## src/rtl/ctu_clsp_cmpgif_seq_if.sv

```systemverilog
// Signal bundle between the CTU clsp cluster sequencer and the CMP-domain
// global-signal / clock-enable interface block.
interface ctu_clsp_cmpgif_seq_if #(
    parameter int NCH   = 22,
    parameter int NSYNC = 4
);
    logic             start_clk_cl;
    logic             grst_cl_l;
    logic             dbginit_cl_l;
    logic [NSYNC-1:0] sync_cl;
    logic [NCH-1:0]   cken_cg;
    logic             stagger_en;

    logic             grst_out_l;
    logic             dbginit_out_l;
    logic [NSYNC-1:0] sync_out;
    logic [NCH-1:0]   cken;
    logic             cken_busy;

    modport master (
        output start_clk_cl, grst_cl_l, dbginit_cl_l, sync_cl, cken_cg, stagger_en,
        input  grst_out_l, dbginit_out_l, sync_out, cken, cken_busy
    );

    modport slave (
        input  start_clk_cl, grst_cl_l, dbginit_cl_l, sync_cl, cken_cg, stagger_en,
        output grst_out_l, dbginit_out_l, sync_out, cken, cken_busy
    );
endinterface

```

## src/rtl/ctu_clsp_cmpgif_seq.sv

```systemverilog
// CMP-domain retiming of global reset / debug-init / sync pulses, plus per-cluster
// clock enables with immediate turn-off and optionally staggered turn-on.
module ctu_clsp_cmpgif_seq #(
    parameter int NCH       = 22,
    parameter int NSYNC     = 4,
    parameter int SYNC_PIPE = 1,
    parameter int STAGGER   = 4
) (
    input  logic                  cmp_gclk,
    input  logic                  cmp_grst_l,
    ctu_clsp_cmpgif_seq_if.slave  bus
);
    localparam int GW = (STAGGER > 1) ? $clog2(STAGGER) : 1;

    typedef enum logic {
        ST_IDLE = 1'b0,
        ST_GAP  = 1'b1
    } state_e;

    state_e           state_q, state_d;
    logic [GW-1:0]    gap_q, gap_d;
    logic             start_clk_cg_q, start_clk_cg_d;
    logic             grst_out_l_q, grst_out_l_d;
    logic             dbginit_out_l_q, dbginit_out_l_d;
    logic [NSYNC-1:0] sync_q [SYNC_PIPE];
    logic [NSYNC-1:0] sync_d [SYNC_PIPE];
    logic [NCH-1:0]   tgt_q, tgt_d;
    logic [NCH-1:0]   cken_q, cken_d;
    logic [NCH-1:0]   pending;
    logic [NCH-1:0]   lowest;

    // NOTE: every variable gets a default at the top of the block so no path
    // through the case/if tree can leave one unassigned and infer a latch.
    always_comb begin
        start_clk_cg_d  = bus.start_clk_cl;
        grst_out_l_d    = bus.grst_cl_l & start_clk_cg_q;
        dbginit_out_l_d = bus.dbginit_cl_l & start_clk_cg_q;
        sync_d[0]       = bus.sync_cl;
        for (int i = 1; i < SYNC_PIPE; i++) begin
            sync_d[i] = sync_q[i-1];
        end
        tgt_d   = bus.cken_cg;
        pending = tgt_q & ~cken_q & {NCH{start_clk_cg_q}};
        lowest  = pending & (~pending + NCH'(1));

        // Turn-off is unconditional: any enabled channel whose target dropped clears.
        cken_d  = cken_q & tgt_q;
        state_d = state_q;
        gap_d   = gap_q;

        if (!start_clk_cg_q) begin
            cken_d  = '0;
            state_d = ST_IDLE;
            gap_d   = '0;
        end else if (!bus.stagger_en) begin
            cken_d  = cken_d | pending;
            state_d = ST_IDLE;
            gap_d   = '0;
        end else begin
            unique case (state_q)
                ST_IDLE: begin
                    if (pending != '0) begin
                        cken_d = cken_d | lowest;
                        if (STAGGER > 1) begin
                            gap_d   = GW'(STAGGER - 1);
                            state_d = ST_GAP;
                        end
                    end
                end
                ST_GAP: begin
                    gap_d = gap_q - GW'(1);
                    if (gap_q == GW'(1)) begin
                        state_d = ST_IDLE;
                    end
                end
                default: begin
                    state_d = ST_IDLE;
                    gap_d   = '0;
                end
            endcase
        end
    end

    // NOTE: sequential state uses non-blocking assignments only, so every flop
    // samples the pre-edge values regardless of statement order.
    always_ff @(posedge cmp_gclk) begin
        if (!cmp_grst_l) begin
            state_q         <= ST_IDLE;
            gap_q           <= '0;
            start_clk_cg_q  <= 1'b0;
            grst_out_l_q    <= 1'b0;
            dbginit_out_l_q <= 1'b0;
            tgt_q           <= '0;
            cken_q          <= '0;
            for (int i = 0; i < SYNC_PIPE; i++) begin
                sync_q[i] <= '0;
            end
        end else begin
            state_q         <= state_d;
            gap_q           <= gap_d;
            start_clk_cg_q  <= start_clk_cg_d;
            grst_out_l_q    <= grst_out_l_d;
            dbginit_out_l_q <= dbginit_out_l_d;
            tgt_q           <= tgt_d;
            cken_q          <= cken_d;
            for (int i = 0; i < SYNC_PIPE; i++) begin
                sync_q[i] <= sync_d[i];
            end
        end
    end

    assign bus.grst_out_l    = grst_out_l_q;
    assign bus.dbginit_out_l = dbginit_out_l_q;
    assign bus.sync_out      = sync_q[SYNC_PIPE-1];
    assign bus.cken          = cken_q;
    assign bus.cken_busy     = (pending != '0) || (state_q == ST_GAP);
endmodule

```

## src/flat_wrapper.sv

```systemverilog
// flat-port wrapper written by rule: the top's interface ports become plain ports
module ctu_clsp_cmpgif_seq_flat 
#(
    parameter int NCH       = 22,
    parameter int NSYNC     = 4,
    parameter int SYNC_PIPE = 1,
    parameter int STAGGER   = 4
)
  (cmp_gclk, cmp_grst_l, bus_start_clk_cl, bus_grst_cl_l, bus_dbginit_cl_l, bus_sync_cl, bus_cken_cg, bus_stagger_en, bus_grst_out_l, bus_dbginit_out_l, bus_sync_out, bus_cken, bus_cken_busy);
  ctu_clsp_cmpgif_seq_if #(.NCH(NCH), .NSYNC(NSYNC)) bus_i ();
  input  logic cmp_gclk;
  input  logic cmp_grst_l;
  input wire logic [$bits(bus_i.start_clk_cl)-1:0] bus_start_clk_cl;
  input wire logic [$bits(bus_i.grst_cl_l)-1:0] bus_grst_cl_l;
  input wire logic [$bits(bus_i.dbginit_cl_l)-1:0] bus_dbginit_cl_l;
  input wire logic [$bits(bus_i.sync_cl)-1:0] bus_sync_cl;
  input wire logic [$bits(bus_i.cken_cg)-1:0] bus_cken_cg;
  input wire logic [$bits(bus_i.stagger_en)-1:0] bus_stagger_en;
  output wire logic [$bits(bus_i.grst_out_l)-1:0] bus_grst_out_l;
  output wire logic [$bits(bus_i.dbginit_out_l)-1:0] bus_dbginit_out_l;
  output wire logic [$bits(bus_i.sync_out)-1:0] bus_sync_out;
  output wire logic [$bits(bus_i.cken)-1:0] bus_cken;
  output wire logic [$bits(bus_i.cken_busy)-1:0] bus_cken_busy;
  assign bus_i.start_clk_cl = bus_start_clk_cl;
  assign bus_i.grst_cl_l = bus_grst_cl_l;
  assign bus_i.dbginit_cl_l = bus_dbginit_cl_l;
  assign bus_i.sync_cl = bus_sync_cl;
  assign bus_i.cken_cg = bus_cken_cg;
  assign bus_i.stagger_en = bus_stagger_en;
  assign bus_grst_out_l = bus_i.grst_out_l;
  assign bus_dbginit_out_l = bus_i.dbginit_out_l;
  assign bus_sync_out = bus_i.sync_out;
  assign bus_cken = bus_i.cken;
  assign bus_cken_busy = bus_i.cken_busy;
  ctu_clsp_cmpgif_seq #(.NCH(NCH), .NSYNC(NSYNC), .SYNC_PIPE(SYNC_PIPE), .STAGGER(STAGGER)) u_core (.cmp_gclk(cmp_gclk), .cmp_grst_l(cmp_grst_l), .bus(bus_i));
endmodule
```

## config.mk

```make
export PLATFORM = sky130hd
export DESIGN_NAME = ctu_clsp_cmpgif_seq_flat
export DESIGN_NICKNAME = d
export VERILOG_FILES = /design/src/rtl/ctu_clsp_cmpgif_seq_if.sv /design/src/rtl/ctu_clsp_cmpgif_seq.sv /design/src/flat_wrapper.sv
export SDC_FILE = /design/constraint.sdc
export NUM_CORES = 1
export LEC_CHECK = 0
export BUFFER_PORTS_ARGS = -buffer_cell sky130_fd_sc_hd__buf_4
export CAP_MARGIN = 40
export CORE_MARGIN = 1.5
export CORE_UTILIZATION = 44
export CTS_BUF_LIST = sky130_fd_sc_hd__clkbuf_8
export DETAILED_ROUTE_END_ITERATION = 8
export PLACE_DENSITY = 0.76
export SYNTH_ARGS = -nofsm -noshare
export SYNTH_HDL_FRONTEND = slang
export SYNTH_SLANG_ARGS = --single-unit
```

## constraint.sdc

```tcl
create_clock -name cmp_gclk -period 2.6 [get_ports cmp_gclk]
set_input_delay 0.39 -clock cmp_gclk [delete_from_list [all_inputs] [get_ports cmp_gclk]]
set_output_delay 0.39 -clock cmp_gclk [all_outputs]
set_load 0.05 [all_outputs]
```

[Word-level counts from Yosys, hierarchy flattened]
Memory sizes are Yosys's and may differ from the RTL's.
Cells that the tools add are included.
Operators by class
  add/sub/neg operators: 2
  equal/unequal tests: 2
  bitwise logic cells: 11
  reductions and logical operators: 5
  muxes and demuxes: 12
Operator list (count)
  $and 22x22->22: 4
  $mux 22: 3
  $not 22->22: 2
  $or 22x22->22: 2
  $add 22x1->22 const B: 1
  $reduce_bool 22->1: 1
  $mux 1: 5
  $mux 4: 1
  $pmux 2 s2: 1
  $reduce_or 4->1: 1
  $reduce_and 3->1: 1
  $and 1x1->1: 2
  $eq 2x1->1 const B: 1
  $mux 2: 1
  $ne 2x1->1 const B: 1
  $pmux 1 s2: 1
  $reduce_and 2->1: 1
  $sub 2x1->2 const B: 1
  $logic_or 1x1->1: 1
  $not 1->1: 1
Storage, ports and cells
  word-level logic and storage cells: 40
  memories: 1
  output and inout bits: 29
  flip-flop bits (word level): 50
  bits in writable memories: 4
Memories
  u_core.sync_q: words 1, width 4, rd ports 1, clocked after Yosys merged registers in 0, write ports 1, RTL line ctu_clsp_cmpgif_seq.sv:25  | logic [NSYNC-1:0] sync_q [SYNC_PIPE];

[Depth between registers and ports, before layout]
Gate-level depths: netlist (run 1).
  word-level depth: 10
  depth in mapped cells: 7
  depth with buffers taken out: 5

[Worst setup path before layout (run 1)]
Ideal clock, no wire load.
  kind: register to output
  from: register u_core.cken_q[5], in the netlist u_core.bus.cken[5]
  to: output bus_cken_busy
  path slack: 0.321 ns
  path buffers: 0
  arrival: 1.889 ns
  cell stages (with the launch flop): 5
  cell sequence: dfxtp_1 > nor2b_1 > o41ai_2 > nand4_2 > or3_4
On the way
  word-level cells in the longest chain between the ends: 5
Ends and longest elaborated chain
  start, declared: RTL line ctu_clsp_cmpgif_seq.sv:28  | logic [NCH-1:0] cken_q, cken_d;
  start signal, assigned: RTL line ctu_clsp_cmpgif_seq.sv:105  | cken_q <= cken_d;
  $not 22->22: RTL line ctu_clsp_cmpgif_seq.sv:43  | pending = tgt_q & ~cken_q & {NCH{start_clk_cg_q}};
  $and 22x22->22 (2 in a row): RTL line ctu_clsp_cmpgif_seq.sv:43
  $reduce_bool 22->1: RTL line ctu_clsp_cmpgif_seq.sv:116  | assign bus.cken_busy = (pending != '0) || (state_q == ST_GAP);
  $logic_or 1x1->1: RTL line ctu_clsp_cmpgif_seq.sv:116
  end, declared: RTL line flat_wrapper.sv:23  | output wire logic [$bits(bus_i.cken_busy)-1:0] bus_cken_busy;
No other way between the ends.

[Worst setup path after layout (run 1)]
  from: register u_core.cken_q[0], in the netlist u_core.bus.cken[0]
  to: output bus_cken_busy
The elaborated chain is that of the path after synthesis.

==> impl_metrics.yaml, run 1 <==
outcome:
  status: "complete, no violations"
power_and_ir_drop:
  p_switching_w: 0.0004009
  p_int_w: 0.001227
  p_per_area_mw_per_mm2: 556.4
  power_w: 0.001628
  peakVddDrop_mv: 0.4321
  seq_power_share: 0.535
  swShare: 0.2463
  pwr-share-clk: 0.323
  leakagePower_nw: 1.270
  combPwrFrac: 0.142
detailed_routing:
  num_vias: 1892
  drtIter0Drc: 112
  top_layer_used: "met4"
  routedWlPerCell_um: 13.58
  wirelength_um: 4931
  postRouteAntennaNets: 0
  first_pass_iters: 4
  met2_length_um: 2306
  met1_length_um: 2150
  viasPerCell: 5.212
  drc: 0
  dr_wl_met3_um: 435
grt:
  grt_use_total: 0.1897
  grt_pass1_vias: 1746
  grt_pass1_wl_um: 8066
  antenna_found_initial: 0
  grt_overflow: 0
  grt_max_degree: 33
die:
  core_area_mm2: 0.004848
  ios: 61
  die_w_um: 74.90
  row_count: 25
  start_util: 0.4692
  die_h_um: 74.90
  die_area_mm2: 0.005610
hold_path:
  min_path_type: "input port to flop"
  hold_depth: 2
  holdPathEnd: "u_core.tgt_q[11]$_SDFF_PN0_"
  hold_path_startpoint: "bus_cken_cg[11]"
critical_path:
  crit_chain: "nor2b_4 > o41ai_4 > nand4_4 > or3_4 > buf_4"
  crit_family: "simple AND/OR/NAND/NOR gates"
  rrSetupSlack_ps: 610
  cp-start-kind: "flop"
  r2r-end: "u_core.bus.cken[18]$_SDFF_PN0_"
  r2r_cells: 5
  endpoint_kind: "primary output"
  critPathSlowestCell: "o41ai_4"
  slowest_delay_ps: 540
  worstSetupPathType: "flop to primary output"
  path_buf_inv: 1
  r2r-start: "u_core.tgt_q[10]$_SDFF_PN0_"
  critPathRequiredTime_ps: 2210
  crit_arrival_ps: 2080
  critPathMaxFanout: 6
clock_tree:
  cts_buffers: 5
  cts_max_level: 2
  clock_sinks: 54
  path_clk_slew_ps: 90
  clkLatencyLatePin_ps: 300
  cts_resized: 0
  ctsRootBufferMaster: "clkbuf_8"
  cts_hold_buf: 0
  cts_buffer_depth: 2
  cts_tree: "done"
  cts_setup_buffers: 0
sta:
  setup_viol: 0
  hold_viol_final: 0
  holdWs_ps: 289.4
  tightest_slew_ps: 809.5
  finClkSkew_ps: 5.828
  rsz0062_at_grt: "false"
  fmax_mhz: 404.3
  final.setup.tns_ps: 0
  final_max_slew_viol_count: 0
  period_share: 0.9514
  relSlewSlack: 0.4557
  layout_min_cycle_time_ps: 2474
synth:
  synth-main-ff-cell: "dfxtp_1"
  synthCells: 233
  ys_warn_count: 0
  yosysSeqAreaShare: 0.4752
  async_reset_ff_frac: 0
  syn-cell-area_mm2: 0.002275
  syn_nets: 266
  synth_edf_count: 0
  avgSynthCellArea_um2: 9.763
  synth_cell_types: 44
  synth-seq-cells: 54
placed_design:
  dp_hpwl_um: 3580
  gp_congestion: 0.7831
  numPortBuffers: 60
layout:
  synthToLayoutAreaGrowth_pct: 28.60
  drive_above_1_share: 0.3277
  nNetsFinal: 328
  diodes: 0
run:
  cap_viol_max_count: 0
-- synthesized netlist by cell type (2+ instances only) --
library cell	number	area share
a31o_2	2	0.0077
inv_1	7	0.012
and2_1	29	0.080
a21oi_1	5	0.011
nor2b_1	6	0.017
o21bai_1	2	0.0066
nand2_1	16	0.026
o41ai_4	2	0.024
and2b_2	3	0.012
nor2b_2	5	0.019
and3_1	2	0.0055
nor2b_4	6	0.036
o41ai_2	2	0.014
nand4_1	4	0.011
dfxtp_1	54	0.48
nand2b_1	5	0.014
a32o_1	2	0.0088
nand4b_1	2	0.0077
a31oi_1	3	0.0083
o21ai_0	11	0.024
o311a_1	4	0.018
clkbuf_1	8	0.013
o31ai_1	4	0.013
nand3_1	3	0.0066
nor3_1	5	0.011
o211ai_1	7	0.023
nor2_1	17	0.028
-- layout by cell type, fill, tap and decap left out, types with 2 or more instances in the layout --
cell type	instances
buf_4	65
dfxtp_1	54
and2_1	29
nor2_1	17
nand2_1	16
o21ai_0	11
clkbuf_8	8
inv_1	7
o211ai_1	7
nor2b_1	6
nor2b_4	6
nand2b_1	5
nor2b_2	5
a21oi_1	5
nor3_1	5
o31ai_1	4
o311a_1	4
nand4_1	4
and2b_2	3
o41ai_4	3
nand3_1	3
a31oi_1	3
a32o_1	2
a31o_2	2
nand4b_1	2
o21bai_1	2
and3_1	2
-- worst register-to-register path, stage by stage (launching register included) --
cell,delay (ps)
dfxtp_1,330
nor2b_4,140
o31ai_1,700
nand2_1,110
nor3_1,420
a32o_1,230
-- sequential cells by signal, indices dropped and copies added, names as in the netlist --
register,cells
u_core.gap_q,2
u_core.bus.cken,22
u_core.sync_q,4
u_core.tgt_q,22
u_core.start_clk_cg_q,1
u_core.state_q,1
u_core.bus.dbginit_out_l,1
u_core.bus.grst_out_l,1
-- layout make-up --
cell class | instances | area (um^2)
fillers | 406 | 1923
well taps | 67 | 83.83
inverters | 7 | 26.28
flip-flops and latches | 54 | 1081
clock buffers | 8 | 110.1
multi-input cells | 162 | 1136
repair buffers | 65 | 488.0
-- cells by family (layout without fill, tap and decap cells) --
| kind of cell | after synthesis | after routing | synth area share |
|---|---|---|---|
| compound gates | 51 | 51 | 0.1854 |
| flops | 54 | 54 | 0.4752 |
| fa+ha+maj | 1 | 1 | 0.005500 |
| buf+inv | 17 | 80 | 0.03411 |
| simple gates | 110 | 110 | 0.2998 |
-- metrics by stage --
stage	utilization	cells	cell area, um^2	setup slack (ps)
6_report	0.6034	363	2925	126.4
5_1_grt	0.6034	363	2925	1.921
4_1_cts	0.5992	363	2905	73.53
3_5_place_dp	0.5765	355	2795	414.4
3_3_place_gp	0.5765	355	2795	453.3
2_1_floorplan	-	233	2275	321.0
-- power by group through the flow --
| stage | Combinational [W] | Sequential, W | Clock, W |
|---|---|---|---|
| floorplan | 0.000124 | 0.000913 | 0 |
| global placement | 0.000224 | 0.000889 | 0 |
| finish | 0.000231 | 0.000871 | 0.000526 |
| detailed placement | 0.000227 | 0.000890 | 0 |
| CTS | 0.000228 | 0.000871 | 0.000536 |
| global route | 0.000252 | 0.000875 | 0.000572 |
-- worst max-delay path by stage --
stage	startpoint	end	slack [ps]	cells past startpoint
floorplan	u_core.bus.cken[5]$_SDFF_PN0_	bus_cken_busy	320	4
global placement	u_core.bus.cken[7]$_SDFF_PN0_	bus_cken_busy	450	5
detailed placement	u_core.bus.cken[0]$_SDFF_PN0_	bus_cken_busy	410	5
CTS	u_core.bus.cken[0]$_SDFF_PN0_	bus_cken_busy	70	5
global route	u_core.bus.cken[0]$_SDFF_PN0_	bus_cken_busy	2	5
finish	u_core.bus.cken[0]$_SDFF_PN0_	bus_cken_busy	130	5
-- layer usage --
layer | track usage | vias up
met5 | 0 | -
met4 | 0.05859 | 0
met3 | 0.05355 | 5
met2 | 0.2960 | 63
met1 | 0.2556 | 879
li1 | - | 945
(Power assumes the default switching activity.)
==> inputs of run 2 (changes only) <==
- CORE_MARGIN: 1.5 -> 8
==> run 2 against run 1 <==
Compared with the run above: hold slack lost 6.9 ps; sequential share of layout area grew 0.21 points; wire length rose by 3.5%; clock skew down 0.71 ps; critical endpoint unchanged; first-iteration DRC count decreased by 3.6%; via count shrank 2.9%; global-route usage fell by 5.2 points.
==> impl_metrics.yaml, run 2 (same netlist as run 1, synthesis figures left out) <==
clock_tree:
  cts_resized: 0
  ctsRootBufferMaster: "clkbuf_8"
  cts_buffer_depth: 2
  cts_setup_buffers: 0
  cts_tree: "done"
  clkLatencyLatePin_ps: 310
  cts_buffers: 5
  cts_hold_buf: 0
  cts_max_level: 2
  path_clk_slew_ps: 90
  clock_sinks: 54
critical_path:
  worstSetupStartpoint: "u_core.bus.cken[10]$_SDFF_PN0_"
  r2r-end: "u_core.bus.cken[18]$_SDFF_PN0_"
  cp-endpoint: "bus_cken_busy"
  endpoint_kind: "primary output"
  worstSetupPathType: "flop to primary output"
  r2r_cells: 5
  slowest_delay_ps: 540
  critPathMaxFanout: 6
  cp-start-kind: "flop"
  critPathRequiredTime_ps: 2210
  rrSetupSlack_ps: 670
  critPathSlowestCell: "o41ai_2"
  crit_chain: "nor2b_4 > o41ai_2 > nand4_4 > or3_4 > buf_4"
  crit_arrival_ps: 2090
  r2r-start: "u_core.bus.cken[10]$_SDFF_PN0_"
layout:
  synthToLayoutAreaGrowth_pct: 27.89
  layout_common_cells: "buf_4, dfxtp_1, and2_1, nor2_1, nand2_1"
  diodes: 0
  mostFrequentLayoutCell: "buf_4"
  nNetsFinal: 327
  drive_above_1_share: 0.3254
  finish.instance_area_mm2: 0.002909
die:
  die_w_um: 87.90
  ios: 61
  start_util: 0.4511
  core_area_mm2: 0.005042
  row_count: 26
  die_area_mm2: 0.007726
  die_h_um: 87.90
detailed_routing:
  first_pass_iters: 4
  routedWlPerCell_um: 13.99
  postRouteAntennaNets: 0
  viasPerCell: 5.033
  drc: 0
  num_vias: 1837
  drtIter0Drc: 108
  wirelength_um: 5105
grt:
  grt_pass1_wl_um: 8397
  grt_overflow: 0
  antenna_found_initial: 0
  grt_pass1_vias: 1889
  grt_max_degree: 33
  grt_use_total: 0.1378
power_and_ir_drop:
  power_w: 0.001644
  p_per_area_mw_per_mm2: 565.2
  peakVddDrop_mv: 0.2697
  leakagePower_nw: 1.262
sta:
  relSlewSlack: 0.5138
  fmax_mhz: 403.5
  layout_min_cycle_time_ps: 2479
  tightest_slew_ps: 723.1
  hold_viol_final: 0
  final_max_slew_viol_count: 0
  period_share: 0.9533
  setup_viol: 0
  finClkSkew_ps: 5.114
placed_design:
  placed_cell_area_mm2: 0.002791
  numPortBuffers: 60
  gp_congestion: 0.8710
  dp_hpwl_um: 3931
hold_path:
  min_path_type: "input port to flop"
run:
  cap_viol_max_count: 0
outcome:
  status: "complete, no violations"
## run 2: changes by cell type in the layout (fill, tap and decap cells not counted)
cell       before  now
clkbuf_8        8    5
o41ai_2         1    2
o41ai_4         3    2
bufinv_16       0    1
buf_4          65   64
clkinv_2        0    2
## run 2: final cells by class
cell class              instances  area (um^2)
flip-flops and latches         54         1081
clock inverters                 3        40.04
multi-input cells             162         1125
repair buffers                 64        480.5
well taps                      70        87.58
inverters                       7        26.28
clock buffers                   5        68.82
fillers                       470         2133
## run 2: report_power, final
group	internal [W]	switching [W]
sequential	0.000855	0.0000158
clock	0.000284	0.000264
combinational	0.000101	0.000125
total	0.00124	0.000405
## run 2: per-stage QoR
step	setup slack, ps	hold WS [ps]	utilization	TNS (ps)	cells
floorplan	321.0	407.5	-	0	233
global placement	476.8	413.8	0.5536	0	357
detailed placement	427.9	431.4	0.5536	0	357
CTS	83.62	276.7	0.5752	0	365
global route	-15.26	272.3	0.5769	-15.26	365
finish	121.4	282.5	0.5769	0	365
## run 2: worst max-delay path: cells and delay by family (launching register included)
family,cells,cell delay [ps]
compound gates,1,540
buf+inv,1,200
flops,1,410
simple gates,3,640
## run 2: layer usage
metal	routed length, um	share of wire	GRT usage
met1	2217	0.43	0.1458
met2	2529	0.50	0.2490
met3	286	0.056	0.04221
met4	72	0.014	0.05156
met5	0	0	0
## run 2: worst min path at each step
stage,from,cells after the start,endpoint
after CTS,bus_cken_cg[16],2,u_core.tgt_q[16]$_SDFF_PN0_
after detailed placement,u_core.tgt_q[0]$_SDFF_PN0_,2,u_core.bus.cken[0]$_SDFF_PN0_
after global placement,u_core.tgt_q[7]$_SDFF_PN0_,2,u_core.bus.cken[7]$_SDFF_PN0_
after global routing,bus_cken_cg[17],2,u_core.tgt_q[17]$_SDFF_PN0_
after floorplan,u_core.tgt_q[5]$_SDFF_PN0_,2,u_core.bus.cken[5]$_SDFF_PN0_
final,bus_cken_cg[2],2,u_core.tgt_q[2]$_SDFF_PN0_
==> inputs of run 3 (changes only) <==
- CORE_MARGIN: 8 -> unset
==> run 3 against run 2 <==
Compared with the run above: non-clock buffer count grew 2; count of clock-buffer cells in the layout grew 1; die area fell by 29%; combinational power up 3%; core utilization up 2.5 points; design area up 0.34%; register-to-register slack about the same; critical endpoint unchanged; maximum frequency decreased by 0.79%; hold slack worse by 5.7 ps.
==> impl_metrics.yaml, run 3 (same netlist as run 1, synthesis figures left out) <==
outcome:
  status: "complete, no violations"
layout:
  mostFrequentLayoutCell: "buf_4"
  diodes: 0
  stdcell_count: 364
  synthToLayoutAreaGrowth_pct: 28.33
  drive_above_1_share: 0.3333
  layout_common_cells: "buf_4, dfxtp_1, and2_1, nor2_1, nand2_1"
  nNetsFinal: 329
critical_path:
  critPathMaxFanout: 6
  cp-start-kind: "flop"
  worstSetupPathType: "flop to primary output"
  crit_arrival_ps: 2110
  r2r_cells: 6
  critPathRequiredTime_ps: 2210
  worstSetupStartpoint: "u_core.bus.cken[3]$_SDFF_PN0_"
  r2r-start: "u_core.bus.cken[3]$_SDFF_PN0_"
  endpoint_kind: "primary output"
hold_path:
  hold_depth: 2
  min_path_type: "input port to flop"
  hold_path_startpoint: "bus_cken_cg[19]"
sta:
  final_max_slew_viol_count: 0
  period_share: 0.9609
  final.setup.tns_ps: 0
  tightest_slew_ps: 675.5
  layout_min_cycle_time_ps: 2498
  setup_viol: 0
  fmax_mhz: 400.3
  rsz0062_at_grt: "false"
  relSlewSlack: 0.5458
  finClkSkew_ps: 4.799
  hold_viol_final: 0
placed_design:
  gp_congestion: 0.8263
  place_inst: 355
  numPortBuffers: 60
  dp_hpwl_um: 3666
die:
  core_area_mm2: 0.004848
  die_area_mm2: 0.005461
  die_w_um: 73.90
  ios: 61
  die_h_um: 73.90
  row_count: 25
  start_util: 0.4692
power_and_ir_drop:
  p_per_area_mw_per_mm2: 545.1
  power_w: 0.001591
  peakVddDrop_mv: 0.3384
  leakagePower_nw: 1.264
detailed_routing:
  postRouteAntennaNets: 0
  routedWlPerCell_um: 13.76
  num_vias: 1893
  first_pass_iters: 4
  viasPerCell: 5.201
  drc: 0
  drtIter0Drc: 85
  wirelength_um: 5010
clock_tree:
  clkLatencyLatePin_ps: 310
  clock_sinks: 54
  cts_tree: "done"
  ctsRootBufferMaster: "clkbuf_8"
  cts_hold_buf: 0
  cts_buffers: 5
  cts_buffer_depth: 2
  cts_max_level: 2
  path_clk_slew_ps: 90
grt:
  grt_max_degree: 33
  antenna_found_initial: 0
  grt_pass1_wl_um: 8093
  grt_use_total: 0.1962
  grt_pass1_vias: 1789
  grt_overflow: 0
run:
  cap_viol_max_count: 0
==> run 3: cell types whose count changed in the layout (fill, tap and decap cells not counted) <==
| cell | before | now |
|---|---|---|
| clkbuf_8 | 5 | 6 |
| clkinv_2 | 2 | 1 |
| dfxtp_1 | 54 | 53 |
| o41ai_4 | 2 | 3 |
| dfxtp_2 | 0 | 1 |
| bufinv_16 | 1 | 0 |
| o41ai_2 | 2 | 1 |
| buf_4 | 64 | 66 |
| clkinvlp_4 | 0 | 1 |
==> run 3: layout make-up <==
type	instances	area, um^2
well taps	67	83.83
inverters	7	26.28
clock inverters	2	12.51
multi-input cells	162	1136
repair buffers	66	495.5
flip-flops and latches	54	1082
fillers	434	1929
clock buffers	6	82.58
==> run 3: metrics by stage <==
stage	hold WS [ps]	area [um^2]	setup WS (ps)	utilization
after floorplan	407.5	2275	321.0	-
after global placement	412.2	2795	455.8	0.5765
after detailed placement	427.0	2795	404.1	0.5765
after CTS	267.8	2890	42.65	0.5961
after global routing	255.9	2919	0.6140	0.6021
final	276.8	2919	101.7	0.6021
==> run 3: worst paths after layout <==
path	end	slack [ps]
worst min register to register	u_core.bus.cken[5]$_SDFF_PN0_	440
worst min-delay path	u_core.tgt_q[19]$_SDFF_PN0_	280
worst max-delay path	bus_cken_busy	100
worst max register to register	u_core.bus.cken[18]$_SDFF_PN0_	680
==> run 3: routing by layer <==
layer | share of wire | track usage | up-vias
li1 | - | - | 940
met1 | 0.45 | 0.2489 | 876
met2 | 0.45 | 0.3111 | 72
met3 | 0.095 | 0.07682 | 5
met4 | 0.0076 | 0.05128 | 0
met5 | 0 | 0 | -
==> run 3: where the power goes <==
group	total (W)	internal (W)	switching, W
logic	0.000233	0.000104	0.000129
registers	0.000871	0.000855	0.0000166
clock network	0.000486	0.000214	0.000272
total	0.00159	0.00117	0.000418
==> run 3: what timing repair did <==
action / in CTS / in global routing
setup endpoints to repair: 0 / 1
gates resized for setup: 0 / 3
setup buffers: 0 / 1
==> run 3: worst max-delay path, stage by stage, from the launching register on <==
cell and delay, ps:
dfxtp_2 340, and2b_2 240, o41ai_4 330, buf_4 200
nand4_4 120, or3_4 370, buf_4 200
